--- src/rtl/spi_master_byte.sv ---
// spi_master_byte: single-word SPI mode-0 master (CPOL=0, CPHA=0).
//   Accepts a word on a valid/ready handshake. The word is shifted out
//   MSB-first on spi_mosi while spi_miso is sampled on every SCLK rise.
//   The received word is returned with a one-cycle rx_valid pulse.
//   Loss of pll_lock aborts any transfer in flight.
// Ports:
//   clk       system clock (100 MHz PLL output)
//   resetb    synchronous active-low reset
//   pll_lock  PLL lock flag; 0 blocks new transfers and aborts an active one
//   tx_valid / tx_ready / tx_data   transmit handshake and word
//   rx_valid / rx_data              receive pulse and held word
//   spi_sclk / spi_mosi / spi_miso / spi_cs_n   SPI bus
module spi_master_byte #(
  parameter int unsigned BYTE_W   = 8,
  parameter int unsigned HALF_DIV = 4,
  parameter int unsigned CS_GUARD = 2
) (
  input  logic              clk,
  input  logic              resetb,
  input  logic              pll_lock,
  input  logic              tx_valid,
  input  logic [BYTE_W-1:0] tx_data,
  output logic              tx_ready,
  output logic              rx_valid,
  output logic [BYTE_W-1:0] rx_data,
  output logic              spi_sclk,
  output logic              spi_mosi,
  input  logic              spi_miso,
  output logic              spi_cs_n
);

  localparam int unsigned DIV_W = $clog2(HALF_DIV + 1);
  localparam int unsigned GRD_W = $clog2(CS_GUARD + 1);
  localparam int unsigned BIT_W = $clog2(BYTE_W + 1);

  typedef enum logic [1:0] {IDLE, CS_SETUP, XFER, CS_HOLD} state_t;

  state_t              state_q, state_d;
  logic [DIV_W-1:0]    div_q, div_d;
  logic [GRD_W-1:0]    grd_q, grd_d;
  logic [BIT_W-1:0]    bit_q, bit_d;
  logic [BYTE_W-1:0]   tx_sr_q, tx_sr_d;
  logic [BYTE_W-1:0]   rx_sr_q, rx_sr_d;
  logic [BYTE_W-1:0]   rx_data_q, rx_data_d;
  logic                rx_valid_q, rx_valid_d;
  logic                tx_ready_q, tx_ready_d;
  logic                sclk_q, sclk_d;
  logic                mosi_q, mosi_d;
  logic                cs_n_q, cs_n_d;

  always_comb begin
    state_d    = state_q;
    div_d      = div_q;
    grd_d      = grd_q;
    bit_d      = bit_q;
    tx_sr_d    = tx_sr_q;
    rx_sr_d    = rx_sr_q;
    rx_data_d  = rx_data_q;
    rx_valid_d = 1'b0;
    sclk_d     = sclk_q;
    mosi_d     = mosi_q;
    cs_n_d     = cs_n_q;

    case (state_q)
      IDLE: begin
        if (tx_valid && tx_ready_q) begin
          state_d = CS_SETUP;
          cs_n_d  = 1'b0;
          mosi_d  = tx_data[BYTE_W-1];
          tx_sr_d = tx_data;
          rx_sr_d = '0;
          grd_d   = '0;
          bit_d   = '0;
        end
      end
      CS_SETUP: begin
        if (grd_q == GRD_W'(CS_GUARD - 1)) begin
          state_d = XFER;
          div_d   = '0;
          sclk_d  = 1'b0;
        end else begin
          grd_d = grd_q + 1'b1;
        end
      end
      XFER: begin
        if (div_q == DIV_W'(HALF_DIV - 1)) begin
          div_d  = '0;
          sclk_d = ~sclk_q;
          if (!sclk_q) begin
            // rising edge: capture MISO into the LSB
            rx_sr_d = {rx_sr_q[BYTE_W-2:0], spi_miso};
          end else if (bit_q == BIT_W'(BYTE_W - 1)) begin
            // falling edge after the final bit
            state_d = CS_HOLD;
            mosi_d  = 1'b0;
            grd_d   = '0;
          end else begin
            bit_d   = bit_q + 1'b1;
            tx_sr_d = tx_sr_q << 1;
            mosi_d  = tx_sr_q[BYTE_W-2];
          end
        end else begin
          div_d = div_q + 1'b1;
        end
      end
      CS_HOLD: begin
        if (grd_q == GRD_W'(CS_GUARD - 1)) begin
          state_d    = IDLE;
          cs_n_d     = 1'b1;
          rx_data_d  = rx_sr_q;
          rx_valid_d = 1'b1;
        end else begin
          grd_d = grd_q + 1'b1;
        end
      end
      default: state_d = IDLE;
    endcase

    // Lock loss overrides whatever the active state decided, including a
    // CS_HOLD exit, so an aborted frame never reports data.
    if (state_q != IDLE && !pll_lock) begin
      state_d    = IDLE;
      cs_n_d     = 1'b1;
      sclk_d     = 1'b0;
      mosi_d     = 1'b0;
      rx_valid_d = 1'b0;
      rx_data_d  = rx_data_q;
    end

    // Looking at the next state lets ready rise alongside rx_valid, so the
    // next handshake can land one cycle after the frame ends.
    tx_ready_d = pll_lock && (state_d == IDLE);
  end

  always_ff @(posedge clk) begin
    if (!resetb) begin
      state_q    <= IDLE;
      div_q      <= '0;
      grd_q      <= '0;
      bit_q      <= '0;
      tx_sr_q    <= '0;
      rx_sr_q    <= '0;
      rx_data_q  <= '0;
      rx_valid_q <= 1'b0;
      tx_ready_q <= 1'b0;
      sclk_q     <= 1'b0;
      mosi_q     <= 1'b0;
      cs_n_q     <= 1'b1;
    end else begin
      state_q    <= state_d;
      div_q      <= div_d;
      grd_q      <= grd_d;
      bit_q      <= bit_d;
      tx_sr_q    <= tx_sr_d;
      rx_sr_q    <= rx_sr_d;
      rx_data_q  <= rx_data_d;
      rx_valid_q <= rx_valid_d;
      tx_ready_q <= tx_ready_d;
      sclk_q     <= sclk_d;
      mosi_q     <= mosi_d;
      cs_n_q     <= cs_n_d;
    end
  end

  assign tx_ready = tx_ready_q;
  assign rx_valid = rx_valid_q;
  assign rx_data  = rx_data_q;
  assign spi_sclk = sclk_q;
  assign spi_mosi = mosi_q;
  assign spi_cs_n = cs_n_q;

endmodule

--- config.mk ---
export PLATFORM = sky130hd
export DESIGN_NAME = spi_master_byte
export DESIGN_NICKNAME = d
export VERILOG_FILES = /design/src/rtl/spi_master_byte.sv
export SDC_FILE = /design/constraint.sdc
export NUM_CORES = 1
export LEC_CHECK = 0
export CELL_PAD_IN_SITES_DETAIL_PLACEMENT = 1
export CELL_PAD_IN_SITES_GLOBAL_PLACEMENT = 2
export CORE_MARGIN = 8
export CORE_UTILIZATION = 35
export DETAILED_ROUTE_END_ITERATION = 16
export PLACE_DENSITY = 0.9
export SYNTH_ARGS = -nofsm -noshare
export SYNTH_HDL_FRONTEND = slang
export SYNTH_SLANG_ARGS = --single-unit
--- constraint.sdc ---
create_clock -name clk -period 3.36 [get_ports clk]
set_input_delay 0.672 -clock clk [delete_from_list [all_inputs] [get_ports clk]]
set_output_delay 0.672 -clock clk [all_outputs]
set_load 0.02 [all_outputs]
* Word-level counts from Yosys, hierarchy flattened
Index checks and enable logic that the tools add are counted.
** Operators by class
- Add/sub/neg operators :: 3
- Multiplexer cells :: 43
- Bitwise operators :: 4
- Equal/unequal tests :: 15
- Reduce and logical (&&, ||, !) cells :: 21
** Operators by type and width (count)
- two-way mux 7 bit :: 4
- two-way mux 2 bit :: 12
- two-way mux 8 bit :: 3
- != test 2 bit (second input constant) :: 9
- two-way mux 4 bit :: 4
- case mux 8 bit (2 select lines) :: 1
- case mux 7 bit (2 select lines) :: 1
- AND reduction 5 bit :: 2
- two-way mux 1 bit :: 9
- AND reduction 3 bit :: 3
- case mux 2 bit (4 select lines) :: 1
- case mux 4 bit (2 select lines) :: 1
- AND reduction 4 bit :: 2
- nonzero test 2 bit :: 4
- two-way mux 3 bit :: 2
- case mux 1 bit (2 select lines) :: 3
- case mux 2 bit (3 select lines) :: 1
- case mux 3 bit (2 select lines) :: 1
- adder 4 x 1 -> 4 bit (second input constant) :: 1
- == test 2 x 1 -> 1 bit (second input constant) :: 2
- == test 2 bit (second input constant) :: 2
- == test 4 x 3 -> 1 bit (second input constant) :: 1
- logical NOT 2 bit :: 2
- NOT 1 bit :: 4
- 8 further kinds :: 11
** Word-level totals
- Bits of input ports :: 13
- Register bits :: 39
- Output and inout bits :: 13
- Logic and storage cells :: 98

* Depth between registers and ports, before layout
Gate-level depths: netlist of the first run.
- Word-level depth :: 8
- Mapped depth :: 6
- Mapped depth without buffers :: 6

* Least setup slack after synthesis of the first run
OpenSTA, ideal clock, no wires.
- Kind :: register to register
- Start point :: reg div_q[0]
- End point :: reg tx_sr_q[1]
- Library setup time :: 0.116 ns
- Arrival :: 1.400 ns
- Clock period less this slack :: 1.516 ns
- Data required time :: 3.244 ns
- Cell stages (with the launch flop) :: 7
- Path buffers :: 1
- Setup slack :: 1.844 ns
- Cells stage by stage :: dfxtp_1 ha_1 and2b_4 a21o_4 and2_4 buf_6 o211a_1
** Between the ends
- Cells in the longest elaborated chain, start to end :: 3
** RTL lines
- start, declared :: line 39 : logic [DIV_W-1:0] div_q, div_d;
- start signal, assigned :: line 151 : div_q <= div_d;
- == test 3 x 2 -> 1 bit :: line 86 : if (div_q == DIV_W'(HALF_DIV - 1)) begin
- != test 2 bit (no line)
- AND reduction 5 bit (no line)
- end signal, assigned :: line 154 : tx_sr_q <= tx_sr_d;
- end, declared :: line 42 : logic [BYTE_W-1:0] tx_sr_q, tx_sr_d;
Every way passes these cells.
A chain may end at the register's enable or synchronous reset.

* Worst setup path in the final report of the first run
- Start point :: reg sclk_q, in the netlist spi_sclk
- End point :: out spi_sclk
** RTL lines
- start, declared :: line 47 : logic sclk_q, sclk_d;
- start signal, assigned :: line 159 : sclk_q <= sclk_d;
- end, declared :: line 26 : output logic spi_sclk,
No word-level cell between the ends.

==> flow_summary.ini, run 1 <==
[place]
placed_cell_area_um2 = 2011
port_buffers = 25
hpwl_um = 2799
gp_congestion = 0.7161

[clock_tree]
cts_buffer_depth = 2
tritoncts = built
hold_buffers = 0
clock-sinks = 39
cts-htree-levels = 2
cts_resized = 0
path_clk_slew_ns = 0.07
root_buffer = clkbuf_8
cts_made_buffers = 5
clk-insertion-delay-late_ns = 0.29
cts_setup_buffers = 0

[global_routing]
grt_use_total = 0.1116
grt_pass1_wl_um = 6706
first_global_vias = 1403
grt_max_degree = 20
gr-total-overflow = 0
antenna_found_initial = 0

[synth]
yosysSeqAreaShare = 0.4509
synth_mux_area_frac = 0.01156
syn_nets = 208
ys_ff_latch = 39
yosys-top-cells-area = dfxtp_1, nand2_1, a21oi_1, a22o_1, o211a_1
post-synth-top-area-cell = dfxtp_1
synth_compound_area_frac = 0.2182
synth_cells = 192
synth_flop_cell = dfxtp_1
syn_area_per_cell_um2 = 9.019
synth_xor_area_frac = 0.005058
synth_cell_types = 43
synth-simple-area-share = 0.2457
synth_top_area_share = 0.4509
synth_top_family_by_area = simple AND/OR/NAND/NOR gates
yosys_warnings = 0
synthAdderAreaFrac = 0.02168
async_reset_ff_frac = 0
netlist_area_um2 = 1732
synth_edf_count = 0

[sta]
slew_headroom = 0.6040
max_freq_ghz = 0.4560
clock_skew_ns = 0.003971
rsz0062_at_grt = no
finalSetupViolCount = 0
period_share = 0.6526
maxSlewViolCount = 0
finalWorstPathRequiredPeriod_ns = 2.193
hold_violations = 0
worst_pin_slew_ns = 0.5940
fin_setup_tns_ns = 0

[outcome]
outcome = finished, final reports clean

[drt]
first_pass_iters = 4
drtIter0Drc = 33
via_per_inst = 5.035
drt_wl_total_um = 3923
wl_per_cell_um = 13.86
ant_nets = 0
dr_total_vias = 1425
drc_errors = 0

[finish]
syn2layout_area_growth_pct = 23.77
antennaDiodeCount = 0
drive_above_1_share = 0.09259
final_cell_mix = nand2_1, dfxtp_1, clkdlybuf4s50_1
layout_commonest_cell = nand2_1
finalInstanceArea_um2 = 2143
nets = 231

[pwr]
peakVddDrop_mv = 0.1986
power.leakage_nw = 0.8360
power_density_nw_per_um2 = 468.1

[worst_setup_path]
worst-path-max-fanout = 9
slowest_delay_ns = 0.68
cp-end-kind = output pin
path_delay_family = buffers and inverters
crit_path_start_kind = flip-flop
critPathSlowestCell = clkdlybuf4s50_1
worstPathRequired_ns = 2.69
critPathArrivalTime_ns = 1.52
critPathBufInv = 1
critPathKind = flip-flop to output pin
path_cells = clkdlybuf4s50_1

[run]
maxCapViolations = 0

[floorplanning]
rows = 25
die_h_um = 86.34
core_um2 = 4755
die_w_um = 86.34
initial_core_util = 0.3642
boundaryPins = 26
dieArea_um2 = 7455

[worst_hold_path]
min_path_type = flip-flop to flip-flop
worst paths after layout:
path              startpoint  endpoint  slack, ns  depth (start not counted)
setup / recovery    spi_sclk  spi_sclk       1.17                          1
hold / removal      div_q[2]  div_q[2]       0.45                          2
setup reg to reg  state_q[1]  bit_q[1]       1.55                          4
hold reg to reg     div_q[2]  div_q[2]       0.45                          2
metrics by stage:
| step | utilization | worst slack (ns) | hold WS, ns | total power, mW | cells |
|---|---|---|---|---|---|
| 4_1_cts | 0.4508 | 1.144 | 0.4549 | 1.016 | 283 |
| 2_1_floorplan | - | 1.844 | 0.4126 | 0.5274 | 192 |
| 5_1_grt | 0.4508 | 1.116 | 0.4748 | 1.042 | 283 |
| 3_3_place_gp | 0.4229 | 0.9900 | 0.4291 | 0.5549 | 275 |
| 3_5_place_dp | 0.4229 | 0.9634 | 0.4424 | 0.5563 | 275 |
| 6_report | 0.4508 | 1.167 | 0.4544 | 1.003 | 283 |
synthesized netlist by cell type (2+ instances only):
library cell  instances
nand2_1              40
dfxtp_1              39
a21oi_1              16
a22o_1                8
nand4_1               8
nor2_1                8
nand3_1               7
o211a_1               6
o21a_1                5
buf_4                 4
inv_1                 4
nor3_1                4
o21ai_0               4
clkbuf_1              3
ha_1                  3
a21boi_0              2
and4_1                2
mux2i_1               2
nand2b_1              2
nand3b_1              2
state kept, by name, indices dropped and copies added (netlist names):
signal,flops
rx_data,8
rx_sr_q,8
tx_sr_q,7
bit_q,4
div_q,3
grd_q,2
state_q,2
rx_valid,1
spi_cs_n,1
spi_mosi,1
spi_sclk,1
tx_ready,1
layout make-up:
cell class / instances / area [um2]
Clock buffer: 6 / 72.57
Tap cell: 67 / 83.83
Inverter: 5 / 18.77
Timing Repair Buffer: 26 / 257.7
Sequential cell: 39 / 780.7
Clock inverter: 2 / 60.06
Fill cell: 575 / 2611
Multi-Input combinational cell: 138 / 869.6
cell families (layout without fill, tap and decap cells):
kind of cell | count (synthesis) | in the layout
and+or+nand+nor | 81 | 81
AOI/OAI and AO/OA | 51 | 51
DFF | 39 | 39
buffers and inverters | 15 | 39
adders and majority gates | 3 | 3
muxes | 2 | 2
xor gates and xnor gates | 1 | 1
routing by layer:
layer  vias to the layer above  share of wire  track usage
met5                         -              0            0
met4                         0          0.020      0.05164
met3                         6          0.040      0.03403
met2                        21           0.45       0.1667
met1                       670           0.49       0.1428
li1                        728              -            -
worst register-to-register path, cell delays in order, from the launching register on:
cell and delay, ns:
dfxtp_1 0.60, nand2_1 0.13, a21oi_2 0.50, and2_4 0.34
mux2i_1 0.18
power breakdown:
| group | switching, mW | total, mW | internal [mW] |
|---|---|---|---|
| Combinational | 0.0317 | 0.0649 | 0.0332 |
| Sequential | 0.00826 | 0.480 | 0.471 |
| Clock | 0.162 | 0.459 | 0.297 |
| Total | 0.202 | 1.00 | 0.801 |
Power figures use the tool's default switching activity.
==> run 2, diff against run 1 <==
Settings changed: CORE_UTILIZATION 35 to 32, PLACE_DENSITY 0.9 to 0.83.
Clock period 3.36 ns to 2.05 ns, I/O delays scaled along.
==> run 2 against run 1 <==
Net effect: sequential share of layout area down 0.19 points; count of clock-buffer cells in the layout unchanged; setup slack worse by 1.1 ns; utilization down 3.4 points; flip-flop and latch count unchanged; die area up 7.6%; register-to-register slack worse by 1.1 ns; cell count up 3.2%; first-iteration DRC count up 91%; clock skew up 0.0013 ns; sequential power up 64%.
==> flow_summary.ini, run 2 (same netlist as run 1, synthesis figures left out) <==
[pwr]
p_int_mw = 1.097
switching_share = 0.2332
total_power_mw = 1.431
p_clk_frac = 0.371
seq_power_share = 0.548
power_density_nw_per_um2 = 664.0
p_switching_uw = 333.5
power.leakage_nw = 0.8529
peakVddDrop_mv = 0.2635
combPwrFrac = 0.080

[floorplanning]
boundaryPins = 26
core_um2 = 5172
dieArea_um2 = 8021
die_h_um = 89.56
rows = 26
initial_core_util = 0.3348
die_w_um = 89.56

[worst_setup_path]
rr_endpoint = rx_sr_q[1]
slowest_delay_ns = 0.69
crit_path_start_kind = flip-flop
critPathSlowestCell = clkdlybuf4s50_1
critPathCapture = spi_sclk
cp-startpoint = spi_sclk
critPathArrivalTime_ns = 1.53
rr_startpoint = div_q[0]
path_delay_family = buffers and inverters
worst-path-max-fanout = 9
reg2reg_depth = 5
critPathKind = flip-flop to output pin
path_cells = clkdlybuf4s50_1
critPathBufInv = 1
ff2ff_setup_slack_ns = 0.44
cp-end-kind = output pin
cp_num_cells = 1
worstPathRequired_ns = 1.64

[sta]
rsz0062_at_grt = no
finalWorstPathRequiredPeriod_ns = 1.938
worst_pin_slew_ns = 0.5600
max_freq_ghz = 0.5159
maxSlewViolCount = 0
fin_ws_ns = 0.1118
fin_setup_tns_ns = 0
period_share = 0.9455
clock_skew_ns = 0.005292
finalSetupViolCount = 0
slew_headroom = 0.6227
hold_violations = 0

[drt]
drt_wl_total_um = 4077
first_pass_iters = 4
wl_per_cell_um = 13.96
ant_nets = 0
drc_errors = 0
drtIter0Drc = 63
via_per_inst = 4.921
dr_total_vias = 1437

[finish]
layout_commonest_cell = nand2_1
antennaDiodeCount = 0
drive_above_1_share = 0.1216
nets = 238
syn2layout_area_growth_pct = 24.42
final_cell_mix = nand2_1, dfxtp_1, clkdlybuf4s50_1

[outcome]
outcome = finished, final reports clean

[clock_tree]
cts_resized = 0
cts_setup_buffers = 0
cts-htree-levels = 2
path_clk_slew_ns = 0.08
cts_made_buffers = 5
cts_buffer_depth = 2
clock-sinks = 39
clk-insertion-delay-late_ns = 0.30
root_buffer = clkbuf_8
hold_buffers = 0
tritoncts = built

[run]
maxCapViolations = 0

[global_routing]
first_global_vias = 1418
antenna_found_initial = 0
grt_max_degree = 15
grt_pass1_wl_um = 6906
gr-total-overflow = 0
grt_use_total = 0.1123

[worst_hold_path]
min_path_type = flip-flop to flip-flop

[place]
port_buffers = 25
gp_congestion = 0.7310
place_ws_ns = 0.2118
hpwl_um = 3011
==> run 2: cell count changes in the layout (fill, tap and decap cells not counted), sizes merged <==
cell / delta
buf: +7
bufinv: -2
clkinv: +1
==> run 2: worst min path at each step <==
| stage | from | endpoint | slack, ns | cells after the start |
|---|---|---|---|---|
| 4_1_cts | div_q[2] | div_q[2] | 0.44 | 2 |
| 5_1_grt | div_q[2] | div_q[2] | 0.46 | 2 |
| 6_report | div_q[2] | div_q[2] | 0.44 | 2 |
| 3_5_place_dp | div_q[2] | div_q[2] | 0.43 | 2 |
| 3_3_place_gp | div_q[2] | div_q[2] | 0.44 | 2 |
| 2_1_floorplan | div_q[2] | div_q[2] | 0.41 | 2 |
==> run 2: through the flow <==
stage          std cells  cell area [um2]  hold WS [ns]  utilization
2_1_floorplan        192             1732        0.4126            -
3_3_place_gp         285             2067        0.4351       0.3996
3_5_place_dp         285             2067        0.4296       0.3996
4_1_cts              292             2155        0.4435       0.4165
5_1_grt              292             2155        0.4620       0.4165
6_report             292             2155        0.4417       0.4165
==> run 2: final cells by class <==
| class | instances | area (um2) |
|---|---|---|
| fillers | 605 | 3018 |
| clock inverters | 1 | 5.005 |
| flip-flops and latches | 39 | 780.7 |
| well taps | 70 | 87.58 |
| inverters | 5 | 18.77 |
| repair buffers | 33 | 310.3 |
| multi-input cells | 138 | 869.6 |
| clock buffers | 6 | 82.58 |
==> run 2: per-layer routing <==
layer  vias up  wire [um]  global-route usage
li1        740          -                   -
met5         -          0                   0
met2        17       1865              0.1684
met3         6        191             0.03768
met4         0         85             0.05891
met1       674       1934              0.1383
==> run 2: power groups by stage <==
stage / clock (mW) / combinational, mW / sequential, mW
after floorplan: 0 / 0.0602 / 0.804
after global placement: 0 / 0.115 / 0.802
after detailed placement: 0 / 0.117 / 0.802
after CTS: 0.559 / 0.118 / 0.784
after global routing: 0.589 / 0.127 / 0.787
final: 0.531 / 0.115 / 0.785
==> run 3, diff against run 2 <==
Settings changed: PLACE_DENSITY 0.83 to 0.77.
==> run 3 against run 2 <==
Net effect: critical path depth stayed put; count of clock-buffer cells in the layout unchanged; cell count is 0.34% lower; highest routed layer unchanged; largest cell class unchanged; die area is the same; clock skew about the same; flip-flop and latch count unchanged; register-to-register slack lost 0.05 ns; via count grew 3.4%; utilization up 0.29 points; non-clock buffer count fell by 2; fmax rose by 1.4%; routed wire length rose by 8.5%.
==> flow_summary.ini, run 3 (same netlist as run 1, synthesis figures left out) <==
[place]
gp_congestion = 0.7337
hpwl_um = 3232
placed_cell_area_um2 = 2052
port_buffers = 25

[clock_tree]
cts-htree-levels = 2
cts_made_buffers = 5
path_clk_slew_ns = 0.07
clk-insertion-delay-late_ns = 0.29
cts_setup_buffers = 0
cts_resized = 0
tritoncts = built
cts_buffer_depth = 2
clock-sinks = 39
root_buffer = clkbuf_8
hold_buffers = 0

[pwr]
power.leakage_nw = 0.8551
peakVddDrop_mv = 0.2652
power_density_nw_per_um2 = 720.9
total_power_mw = 1.564

[worst_setup_path]
critPathArrivalTime_ns = 1.50
rr_endpoint = tx_ready
cp-end-kind = output pin
critPathBufInv = 1
ff2ff_setup_slack_ns = 0.39
path_delay_family = buffers and inverters
critPathSlowestCell = clkdlybuf4s50_1
path_cells = clkdlybuf4s50_1
rr_startpoint = div_q[0]
slowest_delay_ns = 0.68
crit_path_start_kind = flip-flop
worst-path-max-fanout = 9
worstPathRequired_ns = 1.64
critPathKind = flip-flop to output pin
reg2reg_depth = 5

[finish]
nets = 236
finalInstanceArea_um2 = 2170
final_cell_mix = nand2_1, dfxtp_1, clkdlybuf4s50_1
utilization = 0.4194
syn2layout_area_growth_pct = 25.29
antennaDiodeCount = 0
drive_above_1_share = 0.1176
layout_commonest_cell = nand2_1

[sta]
period_share = 0.9323
fin_setup_tns_ns = 0
timing.hold.ws_ns = 0.4579
clock_skew_ns = 0.005187
finalWorstPathRequiredPeriod_ns = 1.911
finalSetupViolCount = 0
maxSlewViolCount = 0
hold_violations = 0
rsz0062_at_grt = no
max_freq_ghz = 0.5233
slew_headroom = 0.6300
worst_pin_slew_ns = 0.5491

[outcome]
outcome = finished, final reports clean

[floorplanning]
rows = 26
core_um2 = 5172
die_h_um = 89.56
die_w_um = 89.56
initial_core_util = 0.3348
dieArea_um2 = 8021
boundaryPins = 26

[drt]
via_per_inst = 5.107
wl_per_cell_um = 15.20
drt_wl_total_um = 4422
ant_nets = 0
dr_total_vias = 1486
drc_errors = 0
first_pass_iters = 3
drtIter0Drc = 82

[global_routing]
first_global_vias = 1519
antenna_found_initial = 0
grt_max_degree = 15
grt_use_total = 0.1215
grt_pass1_wl_um = 7431
gr-total-overflow = 0

[worst_hold_path]
min_path_type = flip-flop to flip-flop
hold-path-cell-count = 2
whs_endpoint = rx_data[7]
min_from = rx_data[7]

[run]
maxCapViolations = 0
[run 3: metal layers]
metal  vias to the layer above  GRT usage  routed length, um
li1                        728          -                  -
met1                       733     0.1440               2021
met2                        20     0.2005               2163
met3                         5    0.04228                187
met4                         0    0.03625                 49
met5                         -          0                  0
[run 3: worst max-delay path by stage]
stage,startpoint,end,depth (start not counted)
after floorplan,div_q[0],tx_sr_q[1],6
after global placement,tx_valid,tx_sr_q[0],6
after detailed placement,tx_valid,tx_sr_q[0],6
after CTS,spi_sclk,spi_sclk,1
after global routing,spi_sclk,spi_sclk,1
final,spi_sclk,spi_sclk,1
[run 3: where the power goes]
part | switching [mW] | leakage (nW) | internal [mW]
logic | 0.0539 | 0.478 | 0.0582
clock network | 0.272 | 0.0612 | 0.394
registers | 0.0138 | 0.315 | 0.772
[run 3: stage by stage]
stage               cells  worst slack, ns
detailed placement    283           0.1471
global placement      283           0.2301
CTS                   291           0.1258
global route          291          0.04393
finish                291           0.1389
floorplan             192           0.5336
[run 3: final cells by class]
class | count | area [um2]
clock buffers | 6 | 82.58
well taps | 70 | 87.58
fillers | 623 | 3003
repair buffers | 31 | 295.3
multi-input cells | 138 | 869.6
clock inverters | 2 | 35.03
inverters | 5 | 18.77
flip-flops and latches | 39 | 780.7
